<file path="src/rtl/change_dispenser.sv">
// change_dispenser: pays out owed change as dollar coins first, then quarters.
// Each coin is ejected with a one-cycle pulse and must be confirmed by the
// hopper before the next coin is selected. A missing confirmation or an empty
// tube parks the block in FAULT until it is explicitly cleared.
//
// Handshakes: i_req is a one-cycle strobe that is honoured only in IDLE, with
// i_change valid in the same cycle. i_hopper_ack is honoured only while a
// coin is waiting for confirmation. Every output is a register.
module change_dispenser #(
    parameter int ACK_TIMEOUT = 15,
    parameter int DOLLAR_Q    = 4
) (
    input  logic       i_clk,
    input  logic       i_rst_n,
    input  logic       i_req,
    input  logic [4:0] i_change,
    input  logic       i_hopper_ack,
    input  logic       i_dollar_empty,
    input  logic       i_quarter_empty,
    input  logic       i_clear,
    output logic       o_dollar_eject,
    output logic       o_quarter_eject,
    output logic       o_busy,
    output logic       o_done,
    output logic       o_fault,
    output logic [4:0] o_remaining,
    output logic [2:0] o_state
);

    // The timer counts 0 .. ACK_TIMEOUT-1, one value per cycle spent waiting.
    localparam int TW = (ACK_TIMEOUT > 1) ? $clog2(ACK_TIMEOUT) : 1;

    typedef enum logic [2:0] {
        IDLE     = 3'd0,
        SELECT   = 3'd1,
        EJECT    = 3'd2,
        WAIT_ACK = 3'd3,
        DONE     = 3'd4,
        FAULT    = 3'd5
    } state_t;

    state_t        state, state_next;
    logic [4:0]    remaining, remaining_next;
    logic [TW-1:0] timer, timer_next;
    logic          sel_dollar, sel_dollar_next;
    logic          dollar_next, quarter_next, done_next, busy_next, fault_next;
    logic [4:0]    coin;

    assign o_remaining = remaining;
    assign o_state     = state;

    // State, payout bookkeeping and all registered outputs.
    always_ff @(posedge i_clk or negedge i_rst_n) begin
        if (!i_rst_n) begin
            state           <= IDLE;
            remaining       <= 5'd0;
            timer           <= '0;
            sel_dollar      <= 1'b0;
            o_dollar_eject  <= 1'b0;
            o_quarter_eject <= 1'b0;
            o_busy          <= 1'b0;
            o_done          <= 1'b0;
            o_fault         <= 1'b0;
        end else begin
            state           <= state_next;
            remaining       <= remaining_next;
            timer           <= timer_next;
            sel_dollar      <= sel_dollar_next;
            o_dollar_eject  <= dollar_next;
            o_quarter_eject <= quarter_next;
            o_busy          <= busy_next;
            o_done          <= done_next;
            o_fault         <= fault_next;
        end
    end

    // Next-state logic; output registers are loaded from the upcoming state so
    // the pulses appear in the cycle after the state that requests them.
    always_comb begin
        state_next      = state;
        remaining_next  = remaining;
        timer_next      = timer;
        sel_dollar_next = sel_dollar;
        dollar_next     = 1'b0;
        quarter_next    = 1'b0;
        done_next       = 1'b0;
        coin            = sel_dollar ? 5'(DOLLAR_Q) : 5'd1;

        case (state)
            IDLE: begin
                if (i_req) begin
                    remaining_next = i_change;
                    state_next     = SELECT;
                end
            end
            SELECT: begin
                // Tube-empty flags matter only here; an empty dollar tube
                // simply falls through to quarters.
                if (remaining == 5'd0) begin
                    state_next = DONE;
                end else if (remaining >= 5'(DOLLAR_Q) && !i_dollar_empty) begin
                    sel_dollar_next = 1'b1;
                    state_next      = EJECT;
                end else if (!i_quarter_empty) begin
                    sel_dollar_next = 1'b0;
                    state_next      = EJECT;
                end else begin
                    state_next = FAULT;
                end
            end
            EJECT: begin
                dollar_next  = sel_dollar;
                quarter_next = !sel_dollar;
                timer_next   = '0;
                state_next   = WAIT_ACK;
            end
            WAIT_ACK: begin
                if (i_hopper_ack) begin
                    // Guard keeps remaining from wrapping even if selection
                    // were ever bypassed.
                    if (remaining >= coin) begin
                        remaining_next = remaining - coin;
                    end
                    state_next = SELECT;
                end else if (timer == TW'(ACK_TIMEOUT - 1)) begin
                    state_next = FAULT;
                end else begin
                    timer_next = timer + TW'(1);
                end
            end
            DONE: begin
                done_next  = 1'b1;
                state_next = IDLE;
            end
            FAULT: begin
                if (i_clear) begin
                    remaining_next = 5'd0;
                    state_next     = IDLE;
                end
            end
            default: begin
                state_next = IDLE;
            end
        endcase

        busy_next  = (state_next != IDLE);
        fault_next = (state_next == FAULT);
    end

endmodule

</file>
<file path="config.mk">
export PLATFORM = sky130hd
export DESIGN_NAME = change_dispenser
export DESIGN_NICKNAME = d
export VERILOG_FILES = /design/src/rtl/change_dispenser.sv
export SDC_FILE = /design/constraint.sdc
export NUM_CORES = 1
export LEC_CHECK = 0
export ABC_CLOCK_PERIOD_IN_PS = 2400
export BUFFER_PORTS_ARGS = -buffer_cell sky130_fd_sc_hd__buf_4
export CAP_MARGIN = 20
export CORE_MARGIN = 10
export CORE_UTILIZATION = 45
export CTS_CLUSTER_SIZE = 10
export DETAILED_ROUTE_END_ITERATION = 10
export PLACE_DENSITY = 0.77
export SYNTH_ARGS = -nofsm -noshare
export SYNTH_HDL_FRONTEND = slang
export SYNTH_SLANG_ARGS = --single-unit
</file>
<file path="constraint.sdc">
create_clock -name i_clk -period 2.4 [get_ports i_clk]
set_clock_uncertainty 0.1 [all_clocks]
set_input_delay 0.24 -clock i_clk [delete_from_list [all_inputs] [get_ports i_clk]]
set_output_delay 0.24 -clock i_clk [all_outputs]
set_load 0.05 [all_outputs]
</file>
==> results.py, run 1 <==
metrics = {
    "timing": {
        "clock.fmax_ghz": 0.550,
        "rsz0062_at_grt": "no",
        "fin_setup_tns_ps": 0,
        "slew_headroom_pct": 74.2,
        "finalCritPeriodShare_pct": 75.7,
        "slew_violations": 0,
        "period_minus_slack_ps": 1820,
        "worstMarginPinSlew_ps": 383,
        "finalHoldViolCount": 0,
        "setup_viol": 0,
    },
    "floorplanning": {
        "coreArea_um2": 2190,
        "rows": 17,
        "die_w_um": 67.5,
        "die_h_um": 67.5,
        "die-area_um2": 4560,
        "io_pins": 25,
        "initial_core_util_pct": 46.4,
    },
    "global_routing": {
        "gr-usage-met3_pct": 2.81,
        "top_usage_layer": "met2",
        "grtUsageMet2_pct": 19.7,
        "use_met1_pct": 12.8,
        "overflow": 0,
        "grtUsageTotal_pct": 11.7,
        "antenna_found_initial": 0,
        "grt_pass1_wl_um": 4130,
        "grt_pass1_vias": 920,
        "grt_max_degree": 19,
    },
    "worst_setup_path": {
        "cpPeakStageDelay_ps": 400,
        "path_cells": "inv_1, ha_1, a211oi_2, a22o_1, o21ai_1, o21ai_0",
        "cp_slowest_cell": "dfrtp_1",
        "crit_family": "compound AO/OA/AOI/OAI gates",
        "start_kind": "flip-flop",
        "path_class": "flip-flop to flip-flop",
        "cp.arrival_ps": 1940,
        "critical_path_required_ps": 2520,
        "cp_max_fo": 10,
        "path_buf_inv": 1,
        "endpoint_kind": "flip-flop",
    },
    "yosys": {
        "synth_area_um2": 1020,
        "yosysSeqAreaShare_pct": 44.3,
        "synth-seq-cells": 18,
        "yosys_warnings": 0,
        "synth_edf_count": 0,
        "syn-num-nets": 126,
        "syn_inst": 109,
        "ys_async_sr_fraction_pct": 100,
        "synthTopCellsByArea": "dfrtp_1 44%, ha_1 6.2%, nor2_1 4.8%",
        "synth_top_area_cell": "dfrtp_1",
        "synthFlopType": "dfrtp_1",
        "synth_area_per_cell_um2": 9.32,
        "synth_top_area_share_pct": 44.3,
        "ys_types": 33,
    },
    "layout": {
        "nets": 154,
        "syn_to_final_growth_pct": 23.9,
        "antennaDiodeCount": 0,
        "final_core_util_pct": 57.5,
        "num-fill-cells": 200,
        "layout-drive-gt1-share_pct": 26.5,
    },
    "placed_design": {
        "place.gp.congestion": 0.854,
        "port_buffers": 24,
        "dpl.hpwl_um": 1930,
    },
    "clock_network": {
        "cts_tree": "built",
        "htreeDepth": 1,
        "cts.clk_slew.worst_paths_ps": 100,
        "clkLatencyLatePin_ps": 300,
        "cts_buffers": 3,
        "cts_sinks": 18,
        "cts-root-buf": "clkbuf_4",
        "clockBufferDepth": 2,
    },
    "pwr": {
        "vdd_drop_max_uv": 861,
        "p_per_area_nw_per_um2": 1490,
        "leakage_uw": 0.000617,
    },
    "route": {
        "drt_pass1_iterations": 4,
        "vias_per_cell": 5.60,
        "drtIter0Drc": 34,
        "vias": 918,
        "drcViolationCount": 0,
        "ant_nets": 0,
        "routed_wl_um": 2440,
        "post_drt_wl_per_cell_um": 14.9,
    },
    "outcome": {
        "status": "finished clean",
    },
    "flow_run": {
        "cap_violations": 0,
    },
    "worst_hold_path": {
        "hold_class": "input port to flip-flop",
    },
}
## what timing repair did
item / CTS / global route
resized for setup: 0 / 0
hold endpoints to repair: 18 / 0
hold buffers: 1 / 0
buffers inserted: 0 / 0
## area by class of cell
type / instances / area (um^2) / area share, %
Clock buffer: 4 / 36.3 / 2.88
Sequential cell: 18 / 450 / 35.8
Inverter: 9 / 33.8 / 2.68
Multi-Input combinational cell: 79 / 505 / 40.2
Timing Repair Buffer: 26 / 198 / 15.7
Tap cell: 28 / 35.0 / 2.78
## cell usage after synthesis, types with 2 or more instances
| library cell | n |
|---|---|
| nand3_1 | 5 |
| xor2_1 | 3 |
| a211oi_1 | 2 |
| and2_1 | 2 |
| inv_1 | 9 |
| nand3b_1 | 2 |
| dfrtp_1 | 18 |
| ha_1 | 5 |
| o21ai_0 | 7 |
| nand2_1 | 9 |
| o21ai_1 | 3 |
| a21oi_1 | 7 |
| buf_4 | 2 |
| nand4_1 | 2 |
| nor3_1 | 3 |
| nor2_1 | 13 |
## worst min-delay path, stage by stage
cell,delay [ps]
buf_4,80
o21ai_0,70
nand2_1,70
## power by group
group | internal [uW] | switching (uW)
Clock | 92.6 | 98.2
Sequential | 416 | 125
Combinational | 384 | 756
Total | 892 | 979
## registers in the layout, indices dropped and copies added (netlist names)
signal,flops
o_busy,1
o_quarter_eject,1
o_dollar_eject,1
timer,4
o_remaining,5
o_done,1
o_fault,1
sel_dollar,1
o_state,3
## logic make-up (layout without fill, tap and decap cells)
logic type | after synthesis | after routing | synth area share, %
adders and majority gates | 5 | 5 | 6.16
DFF | 18 | 18 | 44.3
xor gates and xnor gates | 3 | 3 | 2.59
buffers and inverters | 12 | 39 | 5.91
AOI/OAI and AO/OA | 27 | 27 | 17.2
and+or+nand+nor | 44 | 44 | 23.8
## final timing paths
check | cells after the start | slack (ps) | from | end
setup / recovery | 6 | 580 | sel_dollar | o_remaining[4]
hold / removal | 3 | 90 | i_quarter_empty | sel_dollar
max in group asynchronous | 2 | 1760 | i_rst_n | o_remaining[4]
min in group asynchronous | 2 | 240 | i_rst_n | o_done
setup reg to reg | 6 | 580 | sel_dollar | o_remaining[4]
hold reg to reg | 1 | 360 | sel_dollar | o_quarter_eject
## per-layer routing
metal	vias to the layer above	wire [um]
li1	436	-
met1	442	951
met2	33	1180
met3	7	227
met4	0	77
met5	-	0
## layout by cell type, fill, tap and decap left out, drive strengths merged, types with 3 or more instances in the layout
cell type / n
a211oi: 3
a21oi: 7
buf: 25
clkbuf: 4
dfrtp: 18
ha: 5
inv: 9
nand2: 9
nand3: 5
nor2: 13
nor3: 4
o21ai: 10
xor2: 3
## through the flow
stage / total power [uW] / hold WS [ps] / cell area (um^2) / worst slack [ps] / cells
global route: 2020 / 90.5 / 1260 / 417 / 164
floorplan: 1390 / -156 / 1020 / 481 / 109
global placement: 1650 / 20.4 / 1210 / 677 / 159
CTS: 1880 / 80.5 / 1260 / 604 / 164
detailed placement: 1690 / 26.6 / 1210 / 634 / 159
finish: 1870 / 93.5 / 1260 / 582 / 164
Note: power is estimated with default switching activity, not from simulation.
==> inputs of run 2 (changes only) <==
Settings changed: ABC_CLOCK_PERIOD_IN_PS 2400 to 1700.
Clock period 2.4 ns to 1.7 ns, I/O delays scaled along.
==> results.py, run 2 (same netlist as run 1, synthesis figures left out) <==
metrics = {
    "floorplanning": {
        "coreArea_um2": 2190,
        "io_pins": 25,
        "die-area_um2": 4560,
        "rows": 17,
        "die_w_um": 67.5,
        "die_h_um": 67.5,
        "initial_core_util_pct": 46.4,
    },
    "pwr": {
        "vdd_drop_max_uv": 1260,
        "power_uw": 2880,
        "leakage_uw": 0.000652,
        "p_per_area_nw_per_um2": 2130,
    },
    "layout": {
        "layout_common_cells": "31 x buf_4, 13 x nor2_1, 13 x dfrtp_1",
        "antennaDiodeCount": 0,
        "layout-drive-gt1-share_pct": 37.1,
        "nets": 161,
        "largest_register_ffs": 5,
        "final_common_cell": "buf_4",
        "final_cells": 171,
        "num-fill-cells": 190,
        "syn_to_final_growth_pct": 33.3,
    },
    "clock_network": {
        "post_cts_buffers": 0,
        "clockBufferDepth": 2,
        "cts_buffers": 3,
        "cts.clk_slew.worst_paths_ps": 110,
        "htreeDepth": 1,
        "cts_sinks": 18,
        "cts_tree": "built",
        "cts-root-buf": "clkbuf_4",
        "clkLatencyLatePin_ps": 290,
    },
    "worst_setup_path": {
        "cp_max_fo": 10,
        "path_class": "flip-flop to flip-flop",
        "cp.arrival_ps": 1740,
        "endpoint_kind": "flip-flop",
        "start_kind": "flip-flop",
        "critical_path_required_ps": 1820,
        "r2r-start": "sel_dollar",
        "worstSetupStartpoint": "sel_dollar",
    },
    "global_routing": {
        "antenna_found_initial": 0,
        "grt_max_degree": 19,
        "grtUsageTotal_pct": 11.1,
        "grt_pass1_vias": 948,
        "grt_pass1_wl_um": 3960,
        "overflow": 0,
    },
    "timing": {
        "clock.fmax_ghz": 0.617,
        "rsz0062_at_grt": "no",
        "finalHoldViolCount": 0,
        "worstMarginPinSlew_ps": 430,
        "slew_headroom_pct": 71.1,
        "slew_violations": 0,
        "setup_viol": 0,
        "finalCritPeriodShare_pct": 95.3,
        "period_minus_slack_ps": 1620,
    },
    "route": {
        "routed_wl_um": 2370,
        "vias": 899,
        "post_drt_wl_per_cell_um": 13.9,
        "vias_per_cell": 5.26,
        "drt_pass1_iterations": 4,
        "highest_layer": "met4",
        "drtIter0Drc": 35,
        "dr_wl_met2_um": 1100,
        "wl_met3_um": 209,
        "wl_met1_um": 990,
        "ant_nets": 0,
        "drcViolationCount": 0,
    },
    "worst_hold_path": {
        "min_from": "i_dollar_empty",
        "hold_class": "input port to flip-flop",
    },
    "flow_run": {
        "cap_violations": 0,
    },
    "placed_design": {
        "place.gp.congestion": 0.947,
        "port_buffers": 24,
        "post-place-cells": 166,
        "dpl.hpwl_um": 1940,
    },
    "outcome": {
        "status": "finished clean",
    },
}
## run 2: report_power, final
group          internal [uW]  total (uW)  switching (uW)
registers                599         745             146
logic                    715        1870            1160
clock network            130         264             133
## run 2: layout make-up
| class | count | area, um^2 | share of cell area (%) |
|---|---|---|---|
| sequential | 18 | 457 | 33.7 |
| inverter | 9 | 33.8 | 2.50 |
| clock buffer | 4 | 36.3 | 2.68 |
| multi-input combinational | 79 | 538 | 39.7 |
| timing repair buffer | 33 | 254 | 18.8 |
| tap | 28 | 35.0 | 2.59 |
## run 2: repair_timing
item,4_1_cts,5_1_grt
hold buffers,1,0
pin swaps,0,2
endpoints found under the hold margin,18,0
gates resized for setup,1,7
setup endpoints to repair,5,9
## run 2: critical path: stages (launching register included)
cell and delay, ps:
dfrtp_1 390, inv_1 120, ha_4 240, a311oi_2 300
a22o_4 210, a211oi_1 50, a21oi_1 130
## run 2: worst paths after layout
| path | endpoint | slack, ps | depth (start not counted) |
|---|---|---|---|
| max in group asynchronous | o_remaining[0] | 1120 | 2 |
| setup / recovery | o_remaining[1] | 80 | 6 |
| hold reg to reg | o_quarter_eject | 440 | 2 |
| setup reg to reg | o_remaining[1] | 80 | 6 |
| hold / removal | sel_dollar | 30 | 4 |
| min in group asynchronous | o_fault | 170 | 2 |
## run 2: metrics by stage
stage	setup TNS, ps	util [%]	worst slack (ps)	hold WS [ps]	area [um^2]
floorplan	-76.3	-	-27.3	-226	1040
global placement	0	58.6	0.109	-53.0	1280
detailed placement	-269	58.6	-65.0	-48.8	1280
CTS	0	60.8	15.6	31.1	1330
global route	0	61.8	1.03	53.0	1350
finish	0	61.8	80.2	33.7	1350
## run 2: routing by layer
| layer | track usage (%) | vias to the layer above |
|---|---|---|
| met3 | 4.46 | 10 |
| met5 | 0 | - |
| met2 | 17.4 | 33 |
| met4 | 7.18 | 0 |
| li1 | - | 450 |
| met1 | 12.2 | 406 |
==> inputs of run 3 (changes only) <==
--- a/config.mk
+++ b/config.mk
@@ -6,5 +6,5 @@
 export NUM_CORES = 1
 export LEC_CHECK = 0
-export ABC_CLOCK_PERIOD_IN_PS = 1700
+export ABC_CLOCK_PERIOD_IN_PS = 1540
 export BUFFER_PORTS_ARGS = -buffer_cell sky130_fd_sc_hd__buf_4
 export CAP_MARGIN = 20
==> constraint.sdc (replaced) <==
create_clock -name i_clk -period 1.54 [get_ports i_clk]
set_clock_uncertainty 0.1 [all_clocks]
set_input_delay 0.077 -clock i_clk [delete_from_list [all_inputs] [get_ports i_clk]]
set_output_delay 0.077 -clock i_clk [all_outputs]
set_load 0.05 [all_outputs]
==> results.py, run 3 (same netlist as run 1, synthesis figures left out) <==
metrics = {
    "timing": {
        "setup_ws_ps": -186,
        "slew_headroom_pct": 83.9,
        "slew_violations": 0,
        "finalCritPeriodShare_pct": 112,
        "setup_viol": 9,
        "worstMarginPinSlew_ps": 240,
        "finalHoldViolCount": 0,
        "rsz0062_at_grt": "yes",
        "fin_setup_tns_ps": -1110,
        "holdWs_ps": 12.0,
        "period_minus_slack_ps": 1730,
        "clock.fmax_ghz": 0.579,
    },
    "floorplanning": {
        "initial_core_util_pct": 46.4,
        "coreArea_um2": 2190,
        "rows": 17,
        "die-area_um2": 4560,
        "die_w_um": 67.5,
        "io_pins": 25,
        "die_h_um": 67.5,
    },
    "layout": {
        "largest_register_ffs": 5,
        "syn_to_final_growth_pct": 58.7,
        "nets": 185,
        "layout-drive-gt1-share_pct": 49.7,
        "antennaDiodeCount": 0,
        "final_common_cell": "buf_4",
        "layout_common_cells": "47 x buf_4, 12 x nor2_1, 11 x dfrtp_1",
    },
    "worst_setup_path": {
        "r2r-start": "sel_dollar",
        "start_kind": "flip-flop",
        "endpoint_kind": "flip-flop",
        "critical_path_required_ps": 1670,
        "cp_max_fo": 6,
        "cp_slowest_cell": "dfrtp_1",
        "cp.arrival_ps": 1850,
        "rr_worst_depth": 7,
        "reg2reg_to": "o_remaining[4]",
        "rrSetupSlack_ps": -190,
        "path_cells": "inv_2, ha_4, a211oi_4, a22o_1, buf_6, o21ai_2, o21ai_1",
        "cpPeakStageDelay_ps": 410,
        "path_class": "flip-flop to flip-flop",
    },
    "worst_hold_path": {
        "min_from": "i_hopper_ack",
        "hold_class": "input port to flip-flop",
        "min_to": "timer[1]",
        "hold_depth": 3,
    },
    "outcome": {
        "status": "finished, violations left",
        "violations": "negative setup slack",
    },
    "route": {
        "routed_wl_um": 3050,
        "vias": 1026,
        "vias_per_cell": 5.26,
        "drt_pass1_iterations": 4,
        "drtIter0Drc": 44,
        "drcViolationCount": 0,
        "ant_nets": 0,
        "post_drt_wl_per_cell_um": 15.6,
    },
    "placed_design": {
        "dp_slack_ps": -173,
        "place.gp.congestion": 0.842,
        "port_buffers": 24,
        "dpl.hpwl_um": 2230,
    },
    "flow_run": {
        "cap_violations": 0,
    },
    "global_routing": {
        "grt_pass1_wl_um": 4950,
        "grt_pass1_vias": 1048,
        "grtUsageTotal_pct": 13.9,
        "overflow": 0,
        "antenna_found_initial": 0,
        "grt_max_degree": 19,
    },
    "pwr": {
        "leakage_uw": 0.000772,
        "vdd_drop_max_uv": 1300,
        "p_per_area_nw_per_um2": 2340,
    },
    "clock_network": {
        "cts.clk_slew.worst_paths_ps": 110,
        "cts_tree": "built",
        "cts-root-buf": "clkbuf_4",
        "clkLatencyLatePin_ps": 310,
        "cts_sinks": 18,
        "clockBufferDepth": 2,
        "htreeDepth": 1,
        "cts_buffers": 3,
    },
}
-- run 3: changes by cell type in the layout (fill, tap and decap cells not counted), sizes merged --
cell	before	now
buf	32	49
dlygate4sd3	1	8
-- run 3: critical path: cells and delay by family, from the launching register on --
| family | cells | cell delay (ps) |
|---|---|---|
| AOI/OAI and AO/OA | 4 | 650 |
| adders and majority gates | 1 | 230 |
| buffers and inverters | 2 | 260 |
| DFF | 1 | 410 |
-- run 3: layout make-up --
type | instances | area [um^2]
sequential | 18 | 459
inverter | 9 | 33.8
multi-input combinational | 79 | 593
timing repair buffer | 57 | 455
clock buffer | 4 | 36.3
fill | 153 | 578
tap | 28 | 35.0
-- run 3: layer usage --
layer	vias to the layer above	GRT usage (%)	wire length [um]
li1	496	-	-
met1	498	16.3	1230
met2	27	23.7	1580
met3	5	3.97	192
met4	0	4.62	48
met5	-	0	0
-- run 3: through the flow --
step / total power [uW] / instance area (um^2) / utilization, % / instances
after floorplan: 2330 / 1080 / - / 109
after global placement: 3130 / 1440 / 65.7 / 182
after detailed placement: 3210 / 1440 / 65.7 / 182
after CTS: 3690 / 1600 / 72.8 / 195
after global routing: 4020 / 1610 / 73.6 / 195
final: 3780 / 1610 / 73.6 / 195
-- run 3: worst max-delay path by stage --
stage	from	depth (start not counted)	slack (ps)	to
global route	sel_dollar	7	-290	o_remaining[4]
floorplan	o_remaining[2]	6	-120	o_remaining[0]
detailed placement	sel_dollar	8	-170	o_remaining[1]
CTS	o_state[2]	6	-130	o_remaining[1]
global placement	sel_dollar	8	-130	o_remaining[0]
finish	sel_dollar	7	-190	o_remaining[4]
-- run 3: power breakdown --
| group | internal, uW | total (uW) | switching, uW |
|---|---|---|---|
| registers | 666 | 815 | 149 |
| logic | 1130 | 2650 | 1520 |
| clock network | 145 | 309 | 164 |
| total | 1940 | 3780 | 1830 |
-- run 3: repair_timing --
action | CTS | global route
endpoints found under the setup margin | 10 | 14
hold buffers | 8 | 0
buffers inserted | 1 | 0
resized for setup | 9 | 6
pin swaps | 5 | 2
hold endpoints to repair | 24 | 0
